### config.mk
export PLATFORM = sky130hd
export DESIGN_NAME = cc_alu_arbiter
export DESIGN_NICKNAME = d
export VERILOG_FILES = /design/src/rtl/cc_alu_arbiter_pkg.sv /design/src/rtl/cc_rr_arbiter2.sv /design/src/rtl/cc_alu_arbiter.sv
export SDC_FILE = /design/constraint.sdc
export NUM_CORES = 1
export LEC_CHECK = 0
export ABC_AREA = 1
export BUFFER_PORTS_ARGS = -buffer_cell sky130_fd_sc_hd__buf_2
export CELL_PAD_IN_SITES_DETAIL_PLACEMENT = 1
export CELL_PAD_IN_SITES_GLOBAL_PLACEMENT = 2
export CORE_ASPECT_RATIO = 0.9
export CORE_MARGIN = 3
export CORE_UTILIZATION = 23
export CTS_CLUSTER_DIAMETER = 30
export DETAILED_ROUTE_END_ITERATION = 8
export PLACE_DENSITY = 0.9
export SYNTH_ARGS = -nofsm -noshare
export SYNTH_HDL_FRONTEND = slang
export SYNTH_SLANG_ARGS = --single-unit
### constraint.sdc
create_clock -name CC_ALUARB_CLOCK_50 -period 1.6 [get_ports CC_ALUARB_CLOCK_50]
set_input_delay 0.32 -clock CC_ALUARB_CLOCK_50 [delete_from_list [all_inputs] [get_ports CC_ALUARB_CLOCK_50]]
set_output_delay 0.32 -clock CC_ALUARB_CLOCK_50 [all_outputs]
set_load 0.02 [all_outputs]
### src/rtl/cc_alu_arbiter_pkg.sv
// Shared types and constants for the ALU arbiter: FSM states, ALU op codes, PSR bit positions.
package cc_alu_arbiter_pkg;

    typedef enum logic [1:0] {
        StIdle = 2'b00,
        StExec = 2'b01,
        StDone = 2'b10
    } arb_state_e;

    localparam logic [3:0] OpAndcc = 4'b0000;
    localparam logic [3:0] OpOrcc  = 4'b0001;
    localparam logic [3:0] OpAddcc = 4'b0011;
    localparam logic [3:0] OpAnd   = 4'b0101;
    localparam logic [3:0] OpAdd   = 4'b1000;
    localparam logic [3:0] OpInc   = 4'b1101;
    localparam logic [3:0] OpIncpc = 4'b1110;

    localparam int unsigned PsrN = 3;
    localparam int unsigned PsrZ = 2;
    localparam int unsigned PsrV = 1;
    localparam int unsigned PsrC = 0;

endpackage

### src/rtl/cc_rr_arbiter2.sv
// Combinational two-way round-robin picker; on contention the requester not served last wins.
module cc_rr_arbiter2 (
    input  logic [1:0] req,
    input  logic       last,
    output logic [1:0] winner
);

    always_comb begin
        winner = req;
        if (req == 2'b11) begin
            winner = last ? 2'b01 : 2'b10;
        end
    end

endmodule

### src/rtl/cc_alu_arbiter.sv
// Round-robin sequencer for the shared ALU: IDLE -> EXEC -> DONE, registered result and PSR.
// Define CC_ALUARB_PSR_EN to build the PSR register; otherwise the PSR output is tied to zero.
module cc_alu_arbiter
    import cc_alu_arbiter_pkg::*;
#(
    parameter int unsigned DATAWIDTH_BUS           = 32,
    parameter int unsigned DATAWIDTH_ALU_SELECTION = 4
) (
    input  logic                               CC_ALUARB_CLOCK_50,
    input  logic                               CC_ALUARB_RESET_InLow,
    input  logic                               CC_ALUARB_req0_In,
    input  logic                               CC_ALUARB_req1_In,
    input  logic [DATAWIDTH_ALU_SELECTION-1:0] CC_ALUARB_op0_InBUS,
    input  logic [DATAWIDTH_ALU_SELECTION-1:0] CC_ALUARB_op1_InBUS,
    input  logic [DATAWIDTH_BUS-1:0]           CC_ALUARB_dataA0_InBUS,
    input  logic [DATAWIDTH_BUS-1:0]           CC_ALUARB_dataB0_InBUS,
    input  logic [DATAWIDTH_BUS-1:0]           CC_ALUARB_dataA1_InBUS,
    input  logic [DATAWIDTH_BUS-1:0]           CC_ALUARB_dataB1_InBUS,
    output logic                               CC_ALUARB_grant0_Out,
    output logic                               CC_ALUARB_grant1_Out,
    output logic                               CC_ALUARB_done0_Out,
    output logic                               CC_ALUARB_done1_Out,
    output logic [DATAWIDTH_BUS-1:0]           CC_ALUARB_result_OutBUS,
    output logic [3:0]                         CC_ALUARB_psr_OutBUS,
    output logic                               CC_ALUARB_busy_Out,
    output logic [DATAWIDTH_BUS-1:0]           CC_ALUARB_aluA_OutBUS,
    output logic [DATAWIDTH_BUS-1:0]           CC_ALUARB_aluB_OutBUS,
    output logic [DATAWIDTH_ALU_SELECTION-1:0] CC_ALUARB_aluSel_OutBUS,
    input  logic [DATAWIDTH_BUS-1:0]           CC_ALUARB_aluData_InBUS,
    input  logic                               CC_ALUARB_aluOverflow_InLow,
    input  logic                               CC_ALUARB_aluCarry_InLow,
    input  logic                               CC_ALUARB_aluNegative_InLow,
    input  logic                               CC_ALUARB_aluZero_InLow,
    input  logic                               CC_ALUARB_aluSetFlags_In
);

    arb_state_e                         state_q, state_d;
    logic                               win_q, win_d;
    logic                               last_q, last_d;
    logic [DATAWIDTH_BUS-1:0]           opa_q, opa_d;
    logic [DATAWIDTH_BUS-1:0]           opb_q, opb_d;
    logic [DATAWIDTH_ALU_SELECTION-1:0] sel_q, sel_d;
    logic [DATAWIDTH_BUS-1:0]           result_q, result_d;
    logic [1:0]                         pick;

    cc_rr_arbiter2 u_rr (
        .req    ({CC_ALUARB_req1_In, CC_ALUARB_req0_In}),
        .last   (last_q),
        .winner (pick)
    );

    always_comb begin
        state_d  = state_q;
        win_d    = win_q;
        last_d   = last_q;
        opa_d    = opa_q;
        opb_d    = opb_q;
        sel_d    = sel_q;
        result_d = result_q;
        unique case (state_q)
            StIdle: begin
                if (|pick) begin
                    win_d   = pick[1];
                    opa_d   = pick[1] ? CC_ALUARB_dataA1_InBUS : CC_ALUARB_dataA0_InBUS;
                    opb_d   = pick[1] ? CC_ALUARB_dataB1_InBUS : CC_ALUARB_dataB0_InBUS;
                    sel_d   = pick[1] ? CC_ALUARB_op1_InBUS : CC_ALUARB_op0_InBUS;
                    state_d = StExec;
                end
            end
            StExec: begin
                result_d = CC_ALUARB_aluData_InBUS;
                state_d  = StDone;
            end
            StDone: begin
                last_d  = win_q;
                state_d = StIdle;
            end
            default: state_d = StIdle;
        endcase
    end

    always_ff @(posedge CC_ALUARB_CLOCK_50 or negedge CC_ALUARB_RESET_InLow) begin
        if (!CC_ALUARB_RESET_InLow) begin
            state_q  <= StIdle;
            win_q    <= 1'b0;
            last_q   <= 1'b1;
            opa_q    <= '0;
            opb_q    <= '0;
            sel_q    <= '0;
            result_q <= '0;
        end else begin
            state_q  <= state_d;
            win_q    <= win_d;
            last_q   <= last_d;
            opa_q    <= opa_d;
            opb_q    <= opb_d;
            sel_q    <= sel_d;
            result_q <= result_d;
        end
    end

    assign CC_ALUARB_grant0_Out    = (state_q == StExec) && !win_q;
    assign CC_ALUARB_grant1_Out    = (state_q == StExec) && win_q;
    assign CC_ALUARB_done0_Out     = (state_q == StDone) && !win_q;
    assign CC_ALUARB_done1_Out     = (state_q == StDone) && win_q;
    assign CC_ALUARB_busy_Out      = (state_q != StIdle);
    assign CC_ALUARB_result_OutBUS = result_q;
    assign CC_ALUARB_aluA_OutBUS   = opa_q;
    assign CC_ALUARB_aluB_OutBUS   = opb_q;
    assign CC_ALUARB_aluSel_OutBUS = sel_q;

`ifdef CC_ALUARB_PSR_EN
    logic [3:0] psr_q;

    // ALU flags arrive active-low; the PSR stores them active-high.
    always_ff @(posedge CC_ALUARB_CLOCK_50 or negedge CC_ALUARB_RESET_InLow) begin
        if (!CC_ALUARB_RESET_InLow) begin
            psr_q <= 4'b0000;
        end else if ((state_q == StExec) && !CC_ALUARB_aluSetFlags_In) begin
            psr_q[PsrN] <= ~CC_ALUARB_aluNegative_InLow;
            psr_q[PsrZ] <= ~CC_ALUARB_aluZero_InLow;
            psr_q[PsrV] <= ~CC_ALUARB_aluOverflow_InLow;
            psr_q[PsrC] <= ~CC_ALUARB_aluCarry_InLow;
        end
    end

    assign CC_ALUARB_psr_OutBUS = psr_q;
`else
    logic unused_flags;
    assign unused_flags = ^{CC_ALUARB_aluOverflow_InLow, CC_ALUARB_aluCarry_InLow,
                            CC_ALUARB_aluNegative_InLow, CC_ALUARB_aluZero_InLow,
                            CC_ALUARB_aluSetFlags_In};
    assign CC_ALUARB_psr_OutBUS = 4'b0000;
`endif

endmodule
---- Yosys cells after proc, flatten, opt, wreduce, memory -nomap -nowiden ----
Cells that the tools add are included.
word-level totals
  latch bits .............................. 0
  word-level logic and storage cells ...... 27
  memories kept ........................... 0
  register bits after elaboration ......... 104
  output and inout bits ................... 109
  ROM bits ................................ 0
  RAM bits ................................ 0
operators by class
  div/mod/pow operators ................... 0
  multipliers ............................. 0
  reductions and logical operators ........ 9
  bitwise gates (word level) .............. 0
  magnitude comparators ................... 0
  $add $sub $neg .......................... 0
  shift-type cells ........................ 0
  equality and inequality tests ........... 4
  muxes and demuxes ....................... 7
operators with widths
  kind                  number
  $mux W32              2
  $mux W2               3
  $eq A2 B2 Y1 const B  2
  $logic_and A1 B1 Y1   4
  $mux W4               1
  $pmux W2 S2           1
  $eq A2 B1 Y1 const B  1
  $logic_not A2 Y1      1
  $ne A2 B2 Y1 const B  1
  $reduce_and A2 Y1     1
  $reduce_bool A2 Y1    1
  $reduce_or A2 Y1      1
  $logic_not A1 Y1      1

---- Depth between registers and ports, before layout ----
  word-level depth ........................ 5
  mapped depth ............................ 7
  gate-level depth less buffers ........... 5

---- By module ----
A second synthesis with hierarchy kept.
second synthesis, totals
  cell total of the unflattened synthesis .. 676
  area, all modules ....................... 4847.1 µm²
by module, submodules not included
  module          times used  seq. area each (µm²)  cells each  area an instance (µm²)
  cc_alu_arbiter  1           2603.7                671         4825.9
  cc_rr_arbiter2  1           0.0                   5           21.3

---- Worst setup path after synthesis ----
No wires, ideal clock.
  path kind ............................... reg-to-output
  start ................................... register state_q[1]
  end ..................................... output CC_ALUARB_grant0_Out
  stages on the path, launching flop included .. 5
  required time ........................... 1.280 ns
  setup slack ............................. 0.200 ns
  arrival ................................. 1.080 ns
  cells stage by stage .................... dfrtp_1 -> inv_1 -> nand2_1 -> clkbuf_1 -> nor2_1
between the ends
  longest elaborated chain between the ends .. 2
RTL lines
  element                 line                   text
  start, declared         cc_alu_arbiter.sv:37   arb_state_e state_q, state_d;
  start signal, assigned  cc_alu_arbiter.sv:84   state_q <= StIdle;
  start signal, assigned  cc_alu_arbiter.sv:92   state_q <= state_d;
  $eq A2 B1 Y1            cc_alu_arbiter.sv:102  assign CC_ALUARB_grant0_Out = (state_q == StExec) && !win_q;
  $logic_and A1 B1 Y1     cc_alu_arbiter.sv:102
  end, declared           cc_alu_arbiter.sv:19   output logic CC_ALUARB_grant0_Out,
Every way passes these cells.

---- Worst setup path after layout ----
  start ................................... register state_q[0]
  end ..................................... output CC_ALUARB_done0_Out
between the ends
  longest elaborated chain between the ends .. 2
RTL lines
  element              line                   text
  $eq A2 B2 Y1         cc_alu_arbiter.sv:104  assign CC_ALUARB_done0_Out = (state_q == StDone) && !win_q;
  $logic_and A1 B1 Y1  cc_alu_arbiter.sv:104
  end, declared        cc_alu_arbiter.sv:21   output logic CC_ALUARB_done0_Out,
Every way passes these cells.

==> qor.csv <==
stage,metric,value,unit
sta,max-slew violations,0,
global_route,via count of the first global-routing pass,5668,
critical_path,worst path bufs/invs,2,
run_status,outcome,finished clean,
critical_path,crit-path max FO,4,
critical_path,Setup CP Type,reg -> out,
routing,Routed WL per cell,14.75,um
logic_synthesis,Yosys reg bits,104,
layout,area of the multi-input gates,1918,um2
logic_synthesis,Yosys top cell by area,dfrtp_1,
logic_synthesis,Post-synth top flop,dfrtp_1,
clocking,H-Tree Level Count,3,
critical_path,"Req. time, crit path",1280,ps
clocking,"Clk Latency, worst-skew pair",350,ps
placed_design,placed cells,1286,
floorplan,Die Wd,165.5,um
layout,share of cells above drive strength 1,31.32,%
global_route,gr ovfl total,0,
power,clock share of power,18.5,%
power,Switch Pwr,0.006472,W
logic_synthesis,top cell type's share of synthesized area,48.97,%
critical_path,crit-path leading delay family,flip-flops,
critical_path,Startpoint Class,flop,
logic_synthesis,sequential-to-total area share from yosys stat,49.47,%
floorplan,Core Area,22080,um2
sta,Peak Freq,654.0,MHz
logic_synthesis,Mapped Avg Cell Area,7.075,um2
layout,"Area growth, synth to finish",41.10,%
clocking,Num CTS Buffers,9,
layout,fill count,2887,
clocking,clk sinks,104,
routing,detailed router's first-iteration violation count,230,
logic_synthesis,"count leader, synth",nand2_1,
sta,Tmin final,1529,ps
logic_synthesis,"Async S/R FF share, synth",100.0,%
floorplan,FP Rows,51,
global_route,global-route wire length before repair,30300,um
hold_path,worst hold-check path type,in -> reg,
sta,RSZ-0062 raised after global routing,true,
layout,final layout net count,1184,
clocking,clk buf depth,2,
logic_synthesis,Post-synth top cells,"nand2_1, inv_1, nand3_1",
routing,vias per cell,4.204,
placed_design,Final HPWL DP,14060,um
sta,worst setup slack after layout,71.06,ps
critical_path,CP Cell Sequence,inv_1 -> nand2_1 -> nor2_1 -> buf_4,
logic_synthesis,"Warnings, synthesis",0,
layout,number of diodes,0,
sta,Fin. Hold Viols,0,
routing,met2 WL,9459,um
routing,final WL,19220,um
critical_path,slowest CP cell,dfrtp_1,
routing,top layer reached by signal wires,met5,
power,sequential share of power,32.4,%
clocking,"Reg clk slew, reported paths",80,ps
floorplan,Initial Utilization,23.84,%
sta,Tcrit/Tclk final,95.56,%
floorplan,Die Area,24740,um2
logic_synthesis,Syn Std Cell Area,5264,um2
global_route,gr usage total,15.54,%
routing,drt pass-1 iters,4,
routing,Via Count,5478,
routing,drt drc,0,
routing,Final ANT Viol Nets,0,
critical_path,Crit path largest cell delay,410,ps
routing,WL met3,1400,um
layout,"non-filler cells, final",1303,
floorplan,die height,149.5,um
critical_path,Worst setup EP type,output port,
logic_synthesis,Synth cell types,16,
power,Leak Pwr,4.628,nW
power,pwr dens,1928,nW/um2
sta,endpoints failing setup,0,
logic_synthesis,Area contributors post-synth,"dfrtp_1, nand2_1, nand3_1",
placed_design,Post-Place Setup Slack,155.6,ps
sta,Fin Clk Skew,6.107,ps
logic_synthesis,Post-synth EDFFs,0,
layout,FF/Latch Area,2604,um2
global_route,largest net degree at the start of global routing,43,
logic_synthesis,synthesized instance count,744,
placed_design,IO buf count,276,
flow_run,max-cap viol count,0,
global_route,initial antenna violation count,2,
power,Sw Share,45.19,%
power,Worst VDD drop,0.5493,mV
clocking,CTS root buf,clkbuf_16,
routing,wl on met1,8175,um
floorplan,IO Pins,286,
critical_path,CP arrival,1210,ps
power,Pint,0.007850,W
power,Comb power frac,49.1,%
clocking,CTS tree,built,
placed_design,GP Congestion,0.7614,
==> cell families after synthesis <==
family / count (synthesis) / share of synthesized area, %
simple gates: 450 / 35.61
other cells: 1 / 0.07124
buf+inv: 186 / 14.50
compound gates: 3 / 0.3566
flops: 104 / 49.47
==> state kept, by name, summed over array words and instances (netlist names) <==
name	flops
CC_ALUARB_aluSel_OutBUS	4
last_q	1
CC_ALUARB_aluB_OutBUS	32
CC_ALUARB_result_OutBUS	32
CC_ALUARB_aluA_OutBUS	32
state_q	2
win_q	1
==> power groups by stage <==
stage          logic [W]  clock network [W]  registers (W)
2_1_floorplan    0.00269                  0        0.00622
3_3_place_gp     0.00705                  0        0.00465
3_5_place_dp     0.00720                  0        0.00466
4_1_cts          0.00721            0.00277        0.00465
5_1_grt          0.00781            0.00285        0.00482
6_report         0.00703            0.00266        0.00463
==> final timing paths <==
path                                                            to                                     from  depth (start not counted)  slack [ps]
setup / recovery                               CC_ALUARB_done0_Out                   state_q[0]$_DFFE_PN0P_                          4          70
hold / removal             CC_ALUARB_result_OutBUS[17]$_DFFE_PN0N_              CC_ALUARB_aluData_InBUS[17]                          3         170
setup reg to reg             CC_ALUARB_aluA_OutBUS[16]$_DFFE_PN0P_                       last_q$_DFFE_PN1N_                          6         240
hold reg to reg            CC_ALUARB_result_OutBUS[15]$_DFFE_PN0N_  CC_ALUARB_result_OutBUS[15]$_DFFE_PN0N_                          2         480
max in group asynchronous    CC_ALUARB_aluA_OutBUS[14]$_DFFE_PN0P_                    CC_ALUARB_RESET_InLow                          3         590
min in group asynchronous  CC_ALUARB_result_OutBUS[10]$_DFFE_PN0N_                    CC_ALUARB_RESET_InLow                          2         440
==> area by class of cell <==
cell class | instances | share of cell area, %
Timing Repair Buffer | 295 | 22.41
Sequential cell | 104 | 35.06
Clock buffer | 9 | 3.032
Tap cell | 291 | 4.902
Clock inverter | 7 | 1.701
Multi-Input combinational cell | 457 | 25.83
Inverter | 140 | 7.075
==> routing by layer <==
layer  GRT usage [%]  vias to the layer above
met1           18.97                     2599
met4           3.119                        4
met3           4.705                       14
met5               0                        -
li1                -                     2715
met2           27.15                      146
==> worst min-delay path, stage by stage <==
cell and delay [ps]:
buf_2 80, nand2_1 40, nand2_1 50
==> metrics by stage <==
step,utilization [%],cell area (um2),setup TNS [ps],hold WS (ps),total power [W]
detailed placement,31.94,7053,0,262.7,0.01186
CTS,33.61,7420,0,140.5,0.01462
floorplan,-,5275,0,24.41,0.008908
global placement,31.94,7053,0,262.0,0.01170
finish,33.64,7427,0,166.0,0.01432
global route,33.64,7427,-9.547,146.7,0.01549
==> repair_timing <==
| item | CTS | global route |
|---|---|---|
| setup buffers | 0 | 0 |
| endpoints found under the setup margin | 2 | 3 |
| pin swaps | 0 | 0 |
| hold buffers | 1 | 0 |
| endpoints found under the hold margin | 21 | 0 |
| gates resized for setup | 2 | 3 |
==> cell usage in the layout (no fill, tap or decap) <==
master	instances
clkbuf_16	9
o21ai_4	1
inv_8	1
inv_6	1
nor2_1	5
clkinv_4	1
nor2_2	1
clkinvlp_4	1
inv_1	140
buf_4	13
nor2_4	1
dfstp_2	1
buf_12	10
dlygate4sd3_1	1
o21ai_0	2
buf_2	271
dfrtp_1	103
conb_1	4
nand2_2	3
bufinv_16	3
nand2_1	304
nand3_1	136
No activity file was read; power rests on OpenSTA's default activity.
